[config.mk]
export PLATFORM = sky130hd
export DESIGN_NAME = gate_bist_ctrl_flat
export DESIGN_NICKNAME = d
export VERILOG_FILES = /design/src/rtl/gate_bist_ctrl_if.sv /design/src/rtl/gate_bist_ctrl.sv /design/src/flat_wrapper.sv
export SDC_FILE = /design/constraint.sdc
export NUM_CORES = 1
export LEC_CHECK = 0
export BUFFER_PORTS_ARGS = -buffer_cell sky130_fd_sc_hd__buf_2
export CAP_MARGIN = 0
export CORE_AREA = 5 5 42 44
export CTS_CLUSTER_SIZE = 12
export DETAILED_ROUTE_END_ITERATION = 12
export DIE_AREA = 0 0 47 49
export PLACE_DENSITY = 0.76
export SYNTH_ARGS = -nofsm -noshare
export SYNTH_HDL_FRONTEND = slang
export SYNTH_SLANG_ARGS = --single-unit
[constraint.sdc]
create_clock -name clk -period 3.1 [get_ports clk]
set_clock_uncertainty 0.15 [all_clocks]
set_input_delay 0.775 -clock clk [delete_from_list [all_inputs] [get_ports clk]]
set_output_delay 0.775 -clock clk [all_outputs]
set_load 0.05 [all_outputs]
[src/rtl/gate_bist_ctrl_if.sv]
// Control/result bundle between a gate BIST sequencer and whatever drives it.
// The cell-under-test pins (dut_in/dut_out) ride along so one port carries the whole test.
interface gate_bist_ctrl_if #(
    parameter int N = 1
);
    logic         start;
    logic         abort;
    logic         dut_out;
    logic [N-1:0] dut_in;
    logic         busy;
    logic         done;
    logic         pass;
    logic [N:0]   err_count;
    logic         fail_seen;
    logic [N-1:0] first_fail;

    modport master (
        output start, abort, dut_out,
        input  dut_in, busy, done, pass, err_count, fail_seen, first_fail
    );

    modport slave (
        input  start, abort, dut_out,
        output dut_in, busy, done, pass, err_count, fail_seen, first_fail
    );
endinterface

[src/rtl/gate_bist_ctrl.sv]
// Exhaustive BIST sequencer for a single-output N-input gate: walks all 2^N vectors,
// holds each SETTLE cycles, then checks the sampled output against TRUTH.
module gate_bist_ctrl #(
    parameter int                 N      = 1,
    parameter int                 SETTLE = 2,
    parameter logic [(1<<N)-1:0]  TRUTH  = 2'b01
) (
    input  logic             clk,
    input  logic             clrn,
    gate_bist_ctrl_if.slave  bus
);
    localparam int           WW        = (SETTLE > 1) ? $clog2(SETTLE) : 1;
    localparam logic [WW-1:0] WAIT_LAST = WW'(SETTLE - 1);
    localparam logic [N-1:0] LAST_VEC  = '1;

    typedef enum logic [1:0] {S_IDLE, S_SETTLE, S_CHECK, S_DONE} state_t;

    state_t        state_q, state_d;
    logic [N-1:0]  dut_in_q, dut_in_d;
    logic [WW-1:0] wait_q, wait_d;
    logic [N:0]    err_q, err_d;
    logic          fs_q, fs_d;
    logic [N-1:0]  ff_q, ff_d;
    logic          mismatch;

    assign mismatch = (bus.dut_out != TRUTH[dut_in_q]);

    always_ff @(posedge clk or negedge clrn) begin
        if (!clrn) begin
            state_q  <= S_IDLE;
            dut_in_q <= '0;
            wait_q   <= '0;
            err_q    <= '0;
            fs_q     <= 1'b0;
            ff_q     <= '0;
        end else begin
            state_q  <= state_d;
            dut_in_q <= dut_in_d;
            wait_q   <= wait_d;
            err_q    <= err_d;
            fs_q     <= fs_d;
            ff_q     <= ff_d;
        end
    end

    always_comb begin
        state_d  = state_q;
        dut_in_d = dut_in_q;
        wait_d   = wait_q;
        err_d    = err_q;
        fs_d     = fs_q;
        ff_d     = ff_q;
        unique case (state_q)
            S_IDLE, S_DONE: begin
                // abort outranks start so an abort+start pair cannot launch a run
                if (bus.start && !bus.abort) begin
                    state_d  = S_SETTLE;
                    dut_in_d = '0;
                    wait_d   = '0;
                    err_d    = '0;
                    fs_d     = 1'b0;
                    ff_d     = '0;
                end
            end
            S_SETTLE: begin
                if (bus.abort) begin
                    state_d = S_IDLE;
                end else begin
                    wait_d = wait_q + 1'b1;
                    if (wait_q == WAIT_LAST) state_d = S_CHECK;
                end
            end
            S_CHECK: begin
                if (bus.abort) begin
                    state_d = S_IDLE;
                end else begin
                    if (mismatch) begin
                        err_d = err_q + 1'b1;
                        if (!fs_q) begin
                            fs_d = 1'b1;
                            ff_d = dut_in_q;
                        end
                    end
                    if (dut_in_q == LAST_VEC) begin
                        state_d = S_DONE;
                    end else begin
                        state_d  = S_SETTLE;
                        dut_in_d = dut_in_q + 1'b1;
                        wait_d   = '0;
                    end
                end
            end
            default: state_d = S_IDLE;
        endcase
    end

    assign bus.dut_in     = dut_in_q;
    assign bus.busy       = (state_q == S_SETTLE) || (state_q == S_CHECK);
    assign bus.done       = (state_q == S_DONE);
    assign bus.pass       = (state_q == S_DONE) && (err_q == '0);
    assign bus.err_count  = err_q;
    assign bus.fail_seen  = fs_q;
    assign bus.first_fail = ff_q;
endmodule

[src/flat_wrapper.sv]
// flat-port wrapper written by rule: the top's interface ports become plain ports
module gate_bist_ctrl_flat 
#(
    parameter int                 N      = 1,
    parameter int                 SETTLE = 2,
    parameter logic [(1<<N)-1:0]  TRUTH  = 2'b01
)
  (clk, clrn, bus_start, bus_abort, bus_dut_out, bus_dut_in, bus_busy, bus_done, bus_pass, bus_err_count, bus_fail_seen, bus_first_fail);
  gate_bist_ctrl_if #(.N(N)) bus_i ();
  input  logic clk;
  input  logic clrn;
  input wire logic [$bits(bus_i.start)-1:0] bus_start;
  input wire logic [$bits(bus_i.abort)-1:0] bus_abort;
  input wire logic [$bits(bus_i.dut_out)-1:0] bus_dut_out;
  output wire logic [$bits(bus_i.dut_in)-1:0] bus_dut_in;
  output wire logic [$bits(bus_i.busy)-1:0] bus_busy;
  output wire logic [$bits(bus_i.done)-1:0] bus_done;
  output wire logic [$bits(bus_i.pass)-1:0] bus_pass;
  output wire logic [$bits(bus_i.err_count)-1:0] bus_err_count;
  output wire logic [$bits(bus_i.fail_seen)-1:0] bus_fail_seen;
  output wire logic [$bits(bus_i.first_fail)-1:0] bus_first_fail;
  assign bus_i.start = bus_start;
  assign bus_i.abort = bus_abort;
  assign bus_i.dut_out = bus_dut_out;
  assign bus_dut_in = bus_i.dut_in;
  assign bus_busy = bus_i.busy;
  assign bus_done = bus_i.done;
  assign bus_pass = bus_i.pass;
  assign bus_err_count = bus_i.err_count;
  assign bus_fail_seen = bus_i.fail_seen;
  assign bus_first_fail = bus_i.first_fail;
  gate_bist_ctrl #(.N(N), .SETTLE(SETTLE), .TRUTH(TRUTH)) u_core (.clk(clk), .clrn(clrn), .bus(bus_i));
endmodule
---- Yosys cells after proc, flatten, opt, wreduce, memory -nomap -nowiden ----
Cells that the tools add are included.
word-level totals
  register bits after elaboration ......... 8
  output and inout port bits .............. 8
  bits of input ports ..................... 5
  word-level logic and storage cells ...... 61
operators by class
  reductions and logical operators ........ 13
  equal/unequal tests ..................... 11
  multiplexer cells ....................... 27
  order comparisons ....................... 1
  add/subtract/negate cells ............... 3
operator list
  operator                                                               number
  2-bit 2-to-1 mux                                                       8
  1-bit 2-to-1 mux                                                       13
  2-bit != test (second input constant)                                  4
  4-bit AND reduction                                                    2
  1-bit one-hot mux with 2 select lines                                  3
  2-bit one-hot mux with 3 select lines                                  1
  5-bit AND reduction                                                    1
  2-bit == test (second input constant)                                  2
  2-bit zero test                                                        2
  2-bit by 1-bit != test with 1-bit output (second input constant)       2
  2-bit one-hot mux with 2 select lines                                  1
  3-bit by 2-bit != test with 1-bit output (second input constant)       1
  1-bit one-hot mux with 3 select lines                                  1
  3-bit AND reduction                                                    1
  1-bit adder (second input constant)                                    2
  2-bit by 1-bit adder with 2-bit output (second input constant)         1
  2-bit by 1-bit == test with 1-bit output (second input constant)       1
  1-bit logical AND                                                      2
  1-bit by 2-bit < comparator with 1-bit output (second input constant)  1
  2-bit AND reduction                                                    1
  2-bit nonzero test                                                     1
  2-bit OR reduction                                                     1
  1-bit zero test                                                        1
  1-bit logical OR                                                       1
  1-bit != test                                                          1

---- Longest topological paths before layout ----
  depth after elaboration ................. 6
  depth in mapped cells ................... 7
  depth with buffers taken out ............ 6

---- Worst setup path after synthesis ----
OpenSTA, ideal clock, no wires.
  kind .................................... register -> output
  start point ............................. register u_core.state_q[1]
  end point ............................... output port bus_pass
  path buffers ............................ 0
  data arrival time ....................... 1.361 ns
  cell stages (with the launch flop) ...... 3
  setup slack ............................. 0.814 ns
  required time ........................... 2.175 ns
  cells stage by stage .................... dfrtp_1 -> ha_1 -> and2_1
between the ends
  longest elaborated chain between the ends .. 2
RTL lines
  item                    line                   RTL
  start, declared         gate_bist_ctrl.sv:18   state_t state_q, state_d;
  start signal, assigned  gate_bist_ctrl.sv:37   state_q <= state_d;
  2-bit == test           --
  named net bus_done      flat_wrapper.sv:17     output wire logic [$bits(bus_i.done)-1:0] bus_done;
  1-bit logical AND       gate_bist_ctrl.sv:100  assign bus.pass = (state_q == S_DONE) && (err_q == '0);
  end, declared           flat_wrapper.sv:18     output wire logic [$bits(bus_i.pass)-1:0] bus_pass;
The timed path passes the listed nets, and every way through them passes these cells.

---- Worst setup path after layout ----
  start point ............................. register u_core.state_q[0]
  end point ............................... output port bus_busy
between the ends
  longest elaborated chain between the ends .. 2
  elaborated cells on any way between the ends .. 3
  classes of those cells .................. eq/ne: 2; reduce/logical: 1
RTL lines
  item                                                                       line                  RTL
  2-bit by 1-bit == test with 1-bit output or 2-bit == test (tied branches)  gate_bist_ctrl.sv:98  assign bus.busy = (state_q == S_SETTLE) || (state_q == S_CHECK);
  1-bit logical OR *                                                         gate_bist_ctrl.sv:98
  end, declared                                                              flat_wrapper.sv:16    output wire logic [$bits(bus_i.busy)-1:0] bus_busy;
Every way passes the cells marked *; elsewhere a longest branch is shown, timed or not.

==> implementation parameters <==
Parameter                              Value

Yosys
  Simple-gate share of the synthesized area    0.193
  Synthesized area divided by synthesized cell count    9.60 sq um
  Adder-cell share of the synthesized area    0.112
  Ys flop type    sky130_fd_sc_hd__dfrtp_1
  Area fraction in compound gates after synthesis    0.182
  Post-synth EDFFs    0
  Largest family of logic cells by synthesized area    simple AND/OR/NAND/NOR gates
  Total number of yosys warnings    0
  Synthesized netlist cell count    58
  Post-synthesis sequential area ratio    0.360
  Unique cell type count in the Yosys netlist    28
  Post-synthesis xor/xnor area fraction    0.0157
  Post-Synthesis Net Count    68
  Proportion of synthesized area in mux cells    0.0629
  Synth Register Bits    8
  Share of flip-flops with an asynchronous set or reset    1.00
  Post-synthesis instance area    557 sq um

Cells and area
  Antenna cell count    0
  Layout fillers    150
  Share of post-route cells with drive strength above 1    0.296
  Signed area change from the synthesized netlist to the final layout    15.1%
  Final net count    83

Clock network
  Cell at the root of the clock tree    sky130_fd_sc_hd__clkbuf_4
  Worst-Skew Late Latency    0.26 ns
  # Post-CTS Setup Buffers    0
  Number of buffers added to fix hold violations after cts    0
  Clock transition at path regs    0.06 ns
  Clock tree from TritonCTS    built
  Clock Tree Buf Depth    2
  CTS sink cnt    8
  Cts bufs inserted    3
  CTS H-tree depth    1
  Resized Gates After CTS    0

Worst setup path
  Arrival time of the worst setup path    1.48 ns
  Worst reg2reg path depth    6
  Element type at the critical path start    register
  Nature of the critical path endpoint    output port
  Worst flop-to-flop path startpoint    u_core.state_q[0]
  Critical Path Fanout Max    7
  Capture instance of the worst register-to-register path    u_core.bus.fail_seen
  Crit path required time    2.17 ns
  Internal reg-to-reg setup slack    1.16 ns
  Classification of the worst setup path    reg2out

Timing
  Hold slack final    0.198 ns
  Max-slew violation count    0
  Slew margin rel.    0.793
  Highest clock frequency the design can meet    415 MHz
  Final critical delay including setup and external delays    2.41 ns
  RSZ-0062 raised after global routing    false
  Measured slew at the worst slew-check pin    0.311 ns
  Post-Route Setup TNS    0 ns
  Final period util    0.776
  Final setup violation count    0
  Final number of hold-violating endpoints    0

Place
  DP HPWL    857 um
  Final Wtd Congestion    0.785
  Buffers added on ports    12

Drt
  Vias after detailed routing    449
  Detailed router's first-iteration violation count    9
  Detail-routed net length per standard cell    12.6 um
  Via density per instance    5.16
  Final routed wirelength across all metal layers    1.10 mm
  DRC violations left    0
  DRT Pass-1 Iters    4
  Number of routed nets with antenna violations    0

Floorplan
  Number of rows created at floorplan    14
  Die Y    49 um
  Std-Cell Core Area    0.00140 sq mm
  Die Outline Area    0.00230 sq mm
  Count of pins on the block boundary    13
  Horizontal die dimension    47 um
  Starting utilization of the core area    0.397

Worst hold path
  Hold crit path type    in2async

Global routing
  Leftover overflow at the end of global routing    0
  Wire length of the first global-routing pass    1.95 mm
  Number of global-route vias before repair    457
  Antenna violations before repair    0
  GRT Total Usage    0.119
  Largest net degree at the start of global routing    10

Power
  Largest vdd supply drop    0.675 mV
  Cell area power density    986 mW/mm^2
  Leakage power summed over all cells    0.000297 uW
  Final total power    632 uW

Run
  Max Cap Viol    0

Outcome
  Status    finished, final reports clean
-- area by class of cell --
| class | instances | area, sq um | share of cell area |
|---|---|---|---|
| multi-input combinational | 42 | 315 | 0.492 |
| sequential | 8 | 200 | 0.313 |
| timing repair buffer | 12 | 60.1 | 0.0938 |
| clock buffer | 3 | 22.5 | 0.0352 |
| inverter | 6 | 22.5 | 0.0352 |
| tap | 16 | 20.0 | 0.0313 |
-- cells in the final DEF, fill, tap and decap left out, types with 2 or more instances in the layout --
cell / n
sky130_fd_sc_hd__nand3_1: 2
sky130_fd_sc_hd__clkbuf_4: 3
sky130_fd_sc_hd__buf_2: 12
sky130_fd_sc_hd__dfrtp_1: 8
sky130_fd_sc_hd__a31oi_1: 2
sky130_fd_sc_hd__nor2b_2: 2
sky130_fd_sc_hd__ha_1: 5
sky130_fd_sc_hd__nand2_1: 6
sky130_fd_sc_hd__nor2_1: 2
sky130_fd_sc_hd__a21oi_1: 2
sky130_fd_sc_hd__inv_1: 6
sky130_fd_sc_hd__mux2i_1: 2
sky130_fd_sc_hd__o21ai_0: 4
-- worst max-delay path by stage --
stage / from / to / depth (start not counted)
6_report: u_core.state_q[0] / bus_busy / 4
5_1_grt: u_core.state_q[0] / bus_busy / 4
4_1_cts: u_core.state_q[0] / bus_busy / 4
3_5_place_dp: u_core.state_q[0] / bus_busy / 4
3_3_place_gp: u_core.state_q[0] / bus_busy / 4
2_1_floorplan: u_core.state_q[1] / bus_pass / 2
-- stage by stage --
step	setup WS, ns	utilization	cells	instance area [sq um]
after floorplan	0.814	-	58	557
after global placement	1.00	0.441	84	618
after detailed placement	0.967	0.441	84	618
after CTS	0.684	0.457	87	641
after global routing	0.597	0.457	87	641
final	0.693	0.457	87	641
-- logic make-up (layout without fill, tap and decap cells) --
family / after synthesis / after routing
flops: 8 / 8
fa+ha+maj: 5 / 5
simple gates: 18 / 18
xor+xnor: 1 / 1
buf+inv: 8 / 21
compound gates: 15 / 15
mux: 3 / 3
-- synthesized netlist by cell type (2+ instances only) --
| cell | count | area, sq um |
|---|---|---|
| sky130_fd_sc_hd__a21oi_1 | 2 | 10.0 |
| sky130_fd_sc_hd__a31oi_1 | 2 | 12.5 |
| sky130_fd_sc_hd__dfrtp_1 | 8 | 200 |
| sky130_fd_sc_hd__ha_1 | 5 | 62.6 |
| sky130_fd_sc_hd__inv_1 | 6 | 22.5 |
| sky130_fd_sc_hd__mux2i_1 | 2 | 20.0 |
| sky130_fd_sc_hd__nand2_1 | 6 | 22.5 |
| sky130_fd_sc_hd__nand3_1 | 2 | 10.0 |
| sky130_fd_sc_hd__nor2_1 | 2 | 7.51 |
| sky130_fd_sc_hd__nor2b_2 | 2 | 17.5 |
| sky130_fd_sc_hd__o21ai_0 | 4 | 20.0 |
-- sequential cells by signal, indices dropped and copies added (netlist names) --
| signal | flops |
|---|---|
| u_core.state_q | 2 |
| u_core.wait_q | 1 |
| u_core.bus.err_count | 2 |
| u_core.bus.fail_seen | 1 |
| u_core.bus.first_fail | 1 |
| u_core.bus.dut_in | 1 |
-- report_power, final --
group	internal, uW	switching [uW]	total, uW
combinational	122	258	380
sequential	137	31.5	169
clock	44.5	38.8	83.3
-- metal layers --
layer / track usage / vias to the layer above / wire length, um
li1: - / 228 / -
met1: 0.144 / 203 / 486
met2: 0.172 / 13 / 497
met3: 0.0480 / 5 / 84
met4: 0.0691 / 0 / 31
met5: 0 / - / 0
-- worst max-delay path: stages, from the launching register on --
cell                      delay (ns)
sky130_fd_sc_hd__dfrtp_1        0.39
sky130_fd_sc_hd__inv_1          0.08
sky130_fd_sc_hd__ha_1           0.39
sky130_fd_sc_hd__inv_1          0.10
sky130_fd_sc_hd__buf_2          0.26
No activity file was read; power rests on OpenSTA's default activity.
